`src/rtl/sub_pkg.sv`:
```
// Shared types and constants for the serial ripple subtractor.
package sub_pkg;

    localparam int unsigned SUB_WIDTH_DEFAULT = 4;

    typedef enum logic [1:0] {
        IDLE  = 2'd0,
        SHIFT = 2'd1,
        DONE  = 2'd2
    } sub_state_e;

    // Bit-counter width able to index 0..width-1 (at least one bit).
    function automatic int unsigned sub_cnt_width(input int unsigned width);
        return (width <= 2) ? 1 : $clog2(width);
    endfunction

endpackage

```
`src/rtl/full_subtractor.sv`:
```
// One-bit full subtractor: d = a - b - bin, bout set when the bit borrows.
module full_subtractor (
    input  logic a,
    input  logic b,
    input  logic bin,
    output logic d,
    output logic bout
);

    // Difference and borrow equations for a single bit.
    always_comb begin
        d    = a ^ b ^ bin;
        bout = (~a & b) | (~(a ^ b) & bin);
    end

endmodule

```
`src/rtl/serial_ripple_subtractor.sv`:
```
// Bit-serial subtractor: Diff = A - B - Bin, one bit per cycle, LSB first.
// Optional Overflow output enabled by macro SERIAL_SUB_OVERFLOW_EN.
module serial_ripple_subtractor
    import sub_pkg::*;
#(
    parameter int unsigned WIDTH = SUB_WIDTH_DEFAULT
) (
    input  logic             Clk,
    input  logic             Reset_n,
    input  logic             Start,
    input  logic [WIDTH-1:0] A,
    input  logic [WIDTH-1:0] B,
    input  logic             Bin,
    output logic             Ready,
    output logic             Busy,
    output logic             Done,
    output logic [WIDTH-1:0] Diff,
    output logic             Borrow_Out
`ifdef SERIAL_SUB_OVERFLOW_EN
    ,
    output logic             Overflow
`endif
);

    localparam int unsigned      CNT_W    = sub_cnt_width(WIDTH);
    localparam logic [CNT_W-1:0] CNT_LAST = CNT_W'(WIDTH - 1);

    sub_state_e       state_q, state_d;
    logic [WIDTH-1:0] a_sh_q, a_sh_d;
    logic [WIDTH-1:0] b_sh_q, b_sh_d;
    logic [WIDTH-1:0] diff_sh_q, diff_sh_d;
    logic             borrow_q, borrow_d;
    logic [CNT_W-1:0] cnt_q, cnt_d;
    logic             ready_q, ready_d;
    logic             busy_q, busy_d;
    logic             done_q, done_d;
    logic [WIDTH-1:0] diff_q, diff_d;
    logic             bout_q, bout_d;
`ifdef SERIAL_SUB_OVERFLOW_EN
    logic             msb_bin_q, msb_bin_d;
    logic             ovf_q, ovf_d;
`endif

    logic fs_d;
    logic fs_bout;

    // Single shared bit slice, fed by the operand LSBs and the running borrow.
    full_subtractor u_fs (
        .a    (a_sh_q[0]),
        .b    (b_sh_q[0]),
        .bin  (borrow_q),
        .d    (fs_d),
        .bout (fs_bout)
    );

    // Next-state and datapath update.
    always_comb begin
        state_d   = state_q;
        a_sh_d    = a_sh_q;
        b_sh_d    = b_sh_q;
        diff_sh_d = diff_sh_q;
        borrow_d  = borrow_q;
        cnt_d     = cnt_q;
        done_d    = 1'b0;
        diff_d    = diff_q;
        bout_d    = bout_q;
`ifdef SERIAL_SUB_OVERFLOW_EN
        msb_bin_d = msb_bin_q;
        ovf_d     = ovf_q;
`endif
        case (state_q)
            IDLE: begin
                if (Start) begin
                    a_sh_d    = A;
                    b_sh_d    = B;
                    borrow_d  = Bin;
                    diff_sh_d = '0;
                    cnt_d     = '0;
                    state_d   = SHIFT;
                end
            end
            SHIFT: begin
                a_sh_d    = a_sh_q >> 1;
                b_sh_d    = b_sh_q >> 1;
                diff_sh_d = {fs_d, diff_sh_q[WIDTH-1:1]};
                borrow_d  = fs_bout;
                cnt_d     = cnt_q + CNT_W'(1);
                if (cnt_q == CNT_LAST) begin
`ifdef SERIAL_SUB_OVERFLOW_EN
                    // Borrow entering the MSB, needed for signed overflow.
                    msb_bin_d = borrow_q;
`endif
                    state_d = DONE;
                end
            end
            DONE: begin
                done_d  = 1'b1;
                diff_d  = diff_sh_q;
                bout_d  = borrow_q;
`ifdef SERIAL_SUB_OVERFLOW_EN
                ovf_d   = msb_bin_q ^ borrow_q;
`endif
                state_d = IDLE;
            end
            default: begin
                state_d = IDLE;
            end
        endcase
        ready_d = (state_d == IDLE);
        busy_d  = (state_d == SHIFT);
    end

    // State and datapath registers with asynchronous clear.
    always_ff @(posedge Clk or negedge Reset_n) begin
        if (!Reset_n) begin
            state_q   <= IDLE;
            a_sh_q    <= '0;
            b_sh_q    <= '0;
            diff_sh_q <= '0;
            borrow_q  <= 1'b0;
            cnt_q     <= '0;
            ready_q   <= 1'b1;
            busy_q    <= 1'b0;
            done_q    <= 1'b0;
            diff_q    <= '0;
            bout_q    <= 1'b0;
`ifdef SERIAL_SUB_OVERFLOW_EN
            msb_bin_q <= 1'b0;
            ovf_q     <= 1'b0;
`endif
        end else begin
            state_q   <= state_d;
            a_sh_q    <= a_sh_d;
            b_sh_q    <= b_sh_d;
            diff_sh_q <= diff_sh_d;
            borrow_q  <= borrow_d;
            cnt_q     <= cnt_d;
            ready_q   <= ready_d;
            busy_q    <= busy_d;
            done_q    <= done_d;
            diff_q    <= diff_d;
            bout_q    <= bout_d;
`ifdef SERIAL_SUB_OVERFLOW_EN
            msb_bin_q <= msb_bin_d;
            ovf_q     <= ovf_d;
`endif
        end
    end

    assign Ready      = ready_q;
    assign Busy       = busy_q;
    assign Done       = done_q;
    assign Diff       = diff_q;
    assign Borrow_Out = bout_q;
`ifdef SERIAL_SUB_OVERFLOW_EN
    assign Overflow   = ovf_q;
`endif

endmodule

```
`config.mk`:
```
export PLATFORM = sky130hd
export DESIGN_NAME = serial_ripple_subtractor
export DESIGN_NICKNAME = d
export VERILOG_FILES = /design/src/rtl/sub_pkg.sv /design/src/rtl/full_subtractor.sv /design/src/rtl/serial_ripple_subtractor.sv
export SDC_FILE = /design/constraint.sdc
export NUM_CORES = 1
export LEC_CHECK = 0
export ABC_CLOCK_PERIOD_IN_PS = 1400
export CAP_MARGIN = 0
export CORE_MARGIN = 2
export CORE_UTILIZATION = 50
export DETAILED_ROUTE_END_ITERATION = 10
export PLACE_DENSITY = 0.77
export SLEW_MARGIN = 20
export SYNTH_ARGS = -nofsm -noshare
export SYNTH_HDL_FRONTEND = slang
export SYNTH_HIERARCHICAL = 1
export SYNTH_SLANG_ARGS = --single-unit
```
`constraint.sdc`:
```
create_clock -name Clk -period 1.4 [get_ports Clk]
set_input_delay 0.14 -clock Clk [delete_from_list [all_inputs] [get_ports Clk]]
set_output_delay 0.14 -clock Clk [all_outputs]
set_load 0.01 [all_outputs]
```
==> results.sh, run 1 <==
export IMPL_hold_violations=0
export IMPL_max_stage_delay_ns=0.53
export IMPL_synth_ff_type="dfrtp_1"
export IMPL_start_kind="flop"
export IMPL_die_height_um=50.2
export IMPL_cp_slowest_cell="clkdlybuf4s50_1"
export IMPL_remaining_drc_errors=0
export IMPL_critPathBufInv=1
export IMPL_fin_nets=126
export IMPL_crit_cells=1
export IMPL_grt_antenna_before_repair=0
export IMPL_via_count=780
export IMPL_drt_iter0_markers=16
export IMPL_fin_setup_tns_ns=0
export IMPL_critPathTopFamily="buffers and inverters"
export IMPL_timing_fmax_mhz=741
export IMPL_syn_to_final_growth_pct=25.2
export IMPL_clk_latency_ns=0.31
export IMPL_clkTransAtPathRegs_ns=0.14
export IMPL_netlist_top_cells_area="dfrtp_1 56%, mux2_4 7.0%, o32ai_1 5.8%, a22o_1 4.1%, o22ai_1 4.1%"
export IMPL_worstPathArrival_ns=1.21
export IMPL_synth_distinct_cells=19
export IMPL_grt_pass1_wl_um=3280
export IMPL_grt_remaining_overflow=0
export IMPL_path_class="flop to primary output"
export IMPL_skew_ns=0.00327
export IMPL_synth_cells=89
export IMPL_p_leak_nw=0.671
export IMPL_tightest_slew_ns=0.392
export IMPL_outcome="finished, final reports clean"
export IMPL_cts_root_buf="clkbuf_4"
export IMPL_grtUsageTotal=0.173
export IMPL_ys_seq_area_frac=0.588
export IMPL_die_area_um2=2520
export IMPL_ioPinCount=20
export IMPL_slew_headroom=0.739
export IMPL_ant_nets=0
export IMPL_rr_endpoint="Borrow_Out"
export IMPL_yosys_area_top_type="dfrtp_1"
export IMPL_viasPerCell=5.65
export IMPL_hpwl_um=1370
export IMPL_synth_fp_nets=103
export IMPL_ir_drop_v=0.00147
export IMPL_gp_congestion=0.727
export IMPL_synth_area_um2=1070
export IMPL_tritoncts_num_buffers=3
export IMPL_drive_gt1_frac=0.144
export IMPL_cap_violations=0
export IMPL_hold_buffers=0
export IMPL_drt_pre_antenna_iters=4
export IMPL_coreArea_um2=1980
export IMPL_h_tree_depth=1
export IMPL_synthArstFlopShare=1.00
export IMPL_avgSynthCellArea_um2=12.0
export IMPL_die_width_um=50.2
export IMPL_yosysWarnings=6
export IMPL_worstPathRequired_ns=1.26
export IMPL_grt_pass1_vias=746
export IMPL_synth_common_cells="24 x dfrtp_1, 11 x nor2_1, 7 x o22ai_1, 7 x o32ai_1, 6 x inv_1"
export IMPL_routed_wl_um=1970
export IMPL_startpoint="Borrow_Out"
export IMPL_cts_tree="built"
export IMPL_power_density_nw_per_um2=2100
export IMPL_crit_fanout=2
export IMPL_cts_sinks=25
export IMPL_place_ws_ns=0.0361
export IMPL_diodes=0
export IMPL_grt_max_degree=26
export IMPL_crit_chain="clkdlybuf4s50_1"
export IMPL_post_drt_wl_per_cell_um=14.3
export IMPL_slew_violations=0
export IMPL_r2r_start="state_q[1]"
export IMPL_rows=16
export IMPL_hold_path_class="primary input to asynchronous set/reset pin"
export IMPL_crit_end="Borrow_Out"
export IMPL_r2r_cells=2
export IMPL_synth_edf_count=0
export IMPL_ys_ff_latch=25
export IMPL_start_util=0.538
export IMPL_rrSetupSlack_ns=0.11
export IMPL_period_share=0.965
export IMPL_port_buffers=19
export IMPL_fin_ws_ns=0.0497
export IMPL_clockBufferDepth=2
export IMPL_fin_crit_ns=1.35
export IMPL_grt_setup_unrepaired="false"
export IMPL_worst_setup_path_end_kind="primary output"
export IMPL_synth_top_area_frac=0.563
export IMPL_yosysMostFrequentCell="dfrtp_1"
export IMPL_finalSetupViolations=0
## kinds of logic (layout without fill, tap and decap cells)
logic type,after synthesis,count (layout),synth area share
compound gates,25,25,0.170
mux,6,6,0.0798
fa+ha+maj,2,2,0.0305
buf+inv,11,33,0.0446
flops,25,25,0.588
simple gates,20,20,0.0869
## layout by cell type, fill, tap and decap left out, types with 2 or more instances in the layout
cell	instances
a22o_1	5
buf_4	4
clkbuf_4	3
clkdlybuf4s50_1	14
dfrtp_1	24
dlymetal6s2s_1	4
inv_1	6
mux2_4	5
nand2_1	3
nand2b_1	2
nor2_1	11
nor2b_1	2
o21ai_0	5
o22ai_1	7
o32ai_1	7
## area by class of cell
type | instances | area (um2)
clock inverter | 1 | 5.00
sequential | 25 | 627
fill | 152 | 647
inverter | 6 | 22.5
clock buffer | 3 | 22.5
timing repair buffer | 23 | 229
tap | 27 | 33.8
multi-input combinational | 53 | 395
## worst min-delay path by stage
stage	from	endpoint	slack, ns	cells past startpoint
finish	Reset_n	Diff[2]	0.18	2
global route	Reset_n	Diff[2]	0.18	2
CTS	Reset_n	Diff[2]	0.18	2
detailed placement	cnt_q[0]	cnt_q[0]	0.50	1
global placement	cnt_q[0]	cnt_q[0]	0.48	1
floorplan	Reset_n	Borrow_Out	-0.16	0
## state kept, by name (all words and copies together), names as in the netlist, 2 cells and up
signal     flops
Diff           4
a_sh_q         4
b_sh_q         4
cnt_q          2
diff_sh_q      4
state_q        2
## per-layer routing
| layer | share of wire | GRT usage | vias to the layer above | wire, um |
|---|---|---|---|---|
| li1 | - | - | 361 | - |
| met1 | 0.47 | 0.257 | 390 | 922 |
| met2 | 0.47 | 0.243 | 27 | 937 |
| met3 | 0.052 | 0.0357 | 2 | 102 |
| met4 | 0.0061 | 0.0787 | 0 | 12 |
| met5 | 0 | 0 | - | 0 |
## power breakdown
group / leakage, nW / internal, W / switching, W
clock network: 0.0177 / 0.000107 / 0.000209
logic: 0.344 / 0.000645 / 0.000562
registers: 0.309 / 0.00105 / 0.000238
## per-stage QoR
step	utilization	std cells	hold WS [ns]	total power, W	instance area, um2
floorplan	-	89	-0.156	0.00205	1070
global placement	0.650	133	0.484	0.00243	1290
detailed placement	0.650	133	0.496	0.00250	1290
CTS	0.663	137	0.184	0.00280	1310
global route	0.674	138	0.176	0.00302	1340
finish	0.674	138	0.176	0.00281	1340
## timing repair
item,in CTS,in global routing
endpoints found under the setup margin,1,10
setup buffers,0,1
resized for setup,1,5
Power figures use the tool's default switching activity.
==> inputs of run 2 (changes only) <==
--- a/config.mk
+++ b/config.mk
@@ -11,6 +11,7 @@
 export CORE_UTILIZATION = 50
 export DETAILED_ROUTE_END_ITERATION = 10
 export PLACE_DENSITY = 0.77
+export SKIP_CTS_REPAIR_TIMING = 1
 export SLEW_MARGIN = 20
 export SYNTH_ARGS = -nofsm -noshare
 export SYNTH_HDL_FRONTEND = slang
==> run 2 against run 1 <==
Compared with the run above: largest power group unchanged; global-route usage decreased by 0.064 points; first-iteration DRC count unchanged; clock power about the same; wire length grew 0.10%.
==> results.sh, run 2 (synthesis gave the netlist of run 1 again) <==
export IMPL_outcome="finished, final reports clean"
export IMPL_period_share=0.965
export IMPL_ant_nets=0
export IMPL_multi_input_area_um2=395
export IMPL_gp_congestion=0.727
export IMPL_fin_crit_ns=1.35
export IMPL_top_layer="met4"
export IMPL_wl_met1_um=929
export IMPL_r2r_start="state_q[1]"
export IMPL_grtUsageTotal=0.173
export IMPL_clk_latency_ns=0.31
export IMPL_grt_pass1_vias=743
export IMPL_start_kind="flop"
export IMPL_finalSetupViolations=0
export IMPL_die_area_um2=2520
export IMPL_switchingPower_w=0.00101
export IMPL_routed_wl_um=1980
export IMPL_power_density_nw_per_um2=2100
export IMPL_syn_to_final_growth_pct=25.6
export IMPL_die_width_um=50.2
export IMPL_worstPathArrival_ns=1.21
export IMPL_critPathTopFamily="buffers and inverters"
export IMPL_start_util=0.538
export IMPL_pwr_share_clk=0.112
export IMPL_drt_pre_antenna_iters=4
export IMPL_die_height_um=50.2
export IMPL_post_drt_wl_per_cell_um=14.3
export IMPL_final_common_cell="dfrtp_1"
export IMPL_grt_antenna_before_repair=0
export IMPL_layout_cells_non_filler=138
export IMPL_drive_gt1_frac=0.144
export IMPL_drt_iter0_markers=16
export IMPL_worst_setup_path_end_kind="primary output"
export IMPL_fin_ws_ns=0.0497
export IMPL_grt_setup_unrepaired="false"
export IMPL_grt_max_degree=26
export IMPL_fin_nets=126
export IMPL_slew_violations=0
export IMPL_critPathBufInv=1
export IMPL_p_comb_frac=0.431
export IMPL_nFillCells=151
export IMPL_tightest_slew_ns=0.392
export IMPL_coreArea_um2=1980
export IMPL_seqPwrFrac=0.457
export IMPL_rows=16
export IMPL_diodes=0
export IMPL_r2r_cells=2
export IMPL_cts_sinks=25
export IMPL_dp_cells=133
export IMPL_final_seq_area_um2=627
export IMPL_cp_slowest_cell="clkdlybuf4s50_1"
export IMPL_layout_common_cells="24 x dfrtp_1, 14 x clkdlybuf4s50_1, 11 x nor2_1"
export IMPL_skew_ns=0.00326
export IMPL_grt_pass1_wl_um=3270
export IMPL_remaining_drc_errors=0
export IMPL_worstPathRequired_ns=1.26
export IMPL_cap_violations=0
export IMPL_via_count=781
export IMPL_grt_remaining_overflow=0
export IMPL_p_int_w=0.00181
export IMPL_max_stage_delay_ns=0.53
export IMPL_ir_drop_v=0.00148
export IMPL_clockBufferDepth=2
export IMPL_timing_fmax_mhz=741
export IMPL_crit_fanout=2
export IMPL_crit_chain="clkdlybuf4s50_1"
export IMPL_switching_share=0.358
export IMPL_port_buffers=19
export IMPL_wl_met3_um=102
export IMPL_rr_endpoint="Borrow_Out"
export IMPL_path_class="flop to primary output"
export IMPL_viasPerCell=5.66
export IMPL_startpoint="Borrow_Out"
export IMPL_clkTransAtPathRegs_ns=0.14
export IMPL_rrSetupSlack_ns=0.11
export IMPL_slew_headroom=0.738
export IMPL_tritoncts_num_buffers=3
export IMPL_p_leak_nw=0.682
export IMPL_place_ws_ns=0.0361
export IMPL_cts_root_buf="clkbuf_4"
export IMPL_hold_violations=0
export IMPL_hold_path_class="primary input to asynchronous set/reset pin"
export IMPL_cts_tree="built"
export IMPL_routed_wl_met2_um=932
export IMPL_hpwl_um=1370
export IMPL_ioPinCount=20
export IMPL_h_tree_depth=1
==> run 2: cell count changes in the layout (fill, tap and decap cells not counted), sizes merged <==
cell          change
dlygate4sd2       -1
dlymetal6s2s      +1
==> run 2: worst register-to-register path, cell delays in order, from the launching register on <==
cell and delay, ns:
dfrtp_1 0.53, nand2b_1 0.29, mux2_4 0.37
==> run 2: final cells by class <==
cell class                 count  share of cell area
clock inverter                 1             0.00374
sequential                    25               0.468
timing repair buffer          23               0.174
clock buffer                   3              0.0168
multi-input combinational     53               0.295
tap                           27              0.0252
inverter                       6              0.0168
==> run 2: power by group through the flow <==
stage          clock (W)  sequential (W)  combinational, W
2_1_floorplan          0         0.00128          0.000769
3_3_place_gp           0         0.00129           0.00115
3_5_place_dp           0         0.00130           0.00120
4_1_cts         0.000321         0.00129           0.00120
5_1_grt         0.000357         0.00133           0.00134
6_report        0.000315         0.00129           0.00121
==> run 2: layer usage <==
layer	GRT usage	up-vias
li1	-	361
met5	0	-
met1	0.257	391
met2	0.241	27
met4	0.0787	0
met3	0.0357	2
==> run 2: how the worst max path moves through the flow <==
stage	end	slack [ns]	cells after the start
after floorplan	diff_sh_q[3]	0.23	2
after global placement	b_sh_q[2]	0.07	4
after detailed placement	diff_sh_q[1]	0.04	3
after CTS	Ready	-0.12	1
after global routing	Borrow_Out	0.004	1
final	Borrow_Out	0.05	1
==> run 2: per-stage QoR <==
| step | hold WS (ns) | instance area, um2 | power [W] | util | setup TNS, ns |
|---|---|---|---|---|---|
| 6_report | 0.176 | 1340 | 0.00282 | 0.676 | 0 |
| 5_1_grt | 0.176 | 1340 | 0.00303 | 0.676 | 0 |
| 4_1_cts | 0.184 | 1320 | 0.00281 | 0.664 | -0.118 |
| 3_5_place_dp | 0.496 | 1290 | 0.00250 | 0.650 | 0 |
| 3_3_place_gp | 0.484 | 1290 | 0.00243 | 0.650 | 0 |
| 2_1_floorplan | -0.156 | 1070 | 0.00205 | - | 0 |
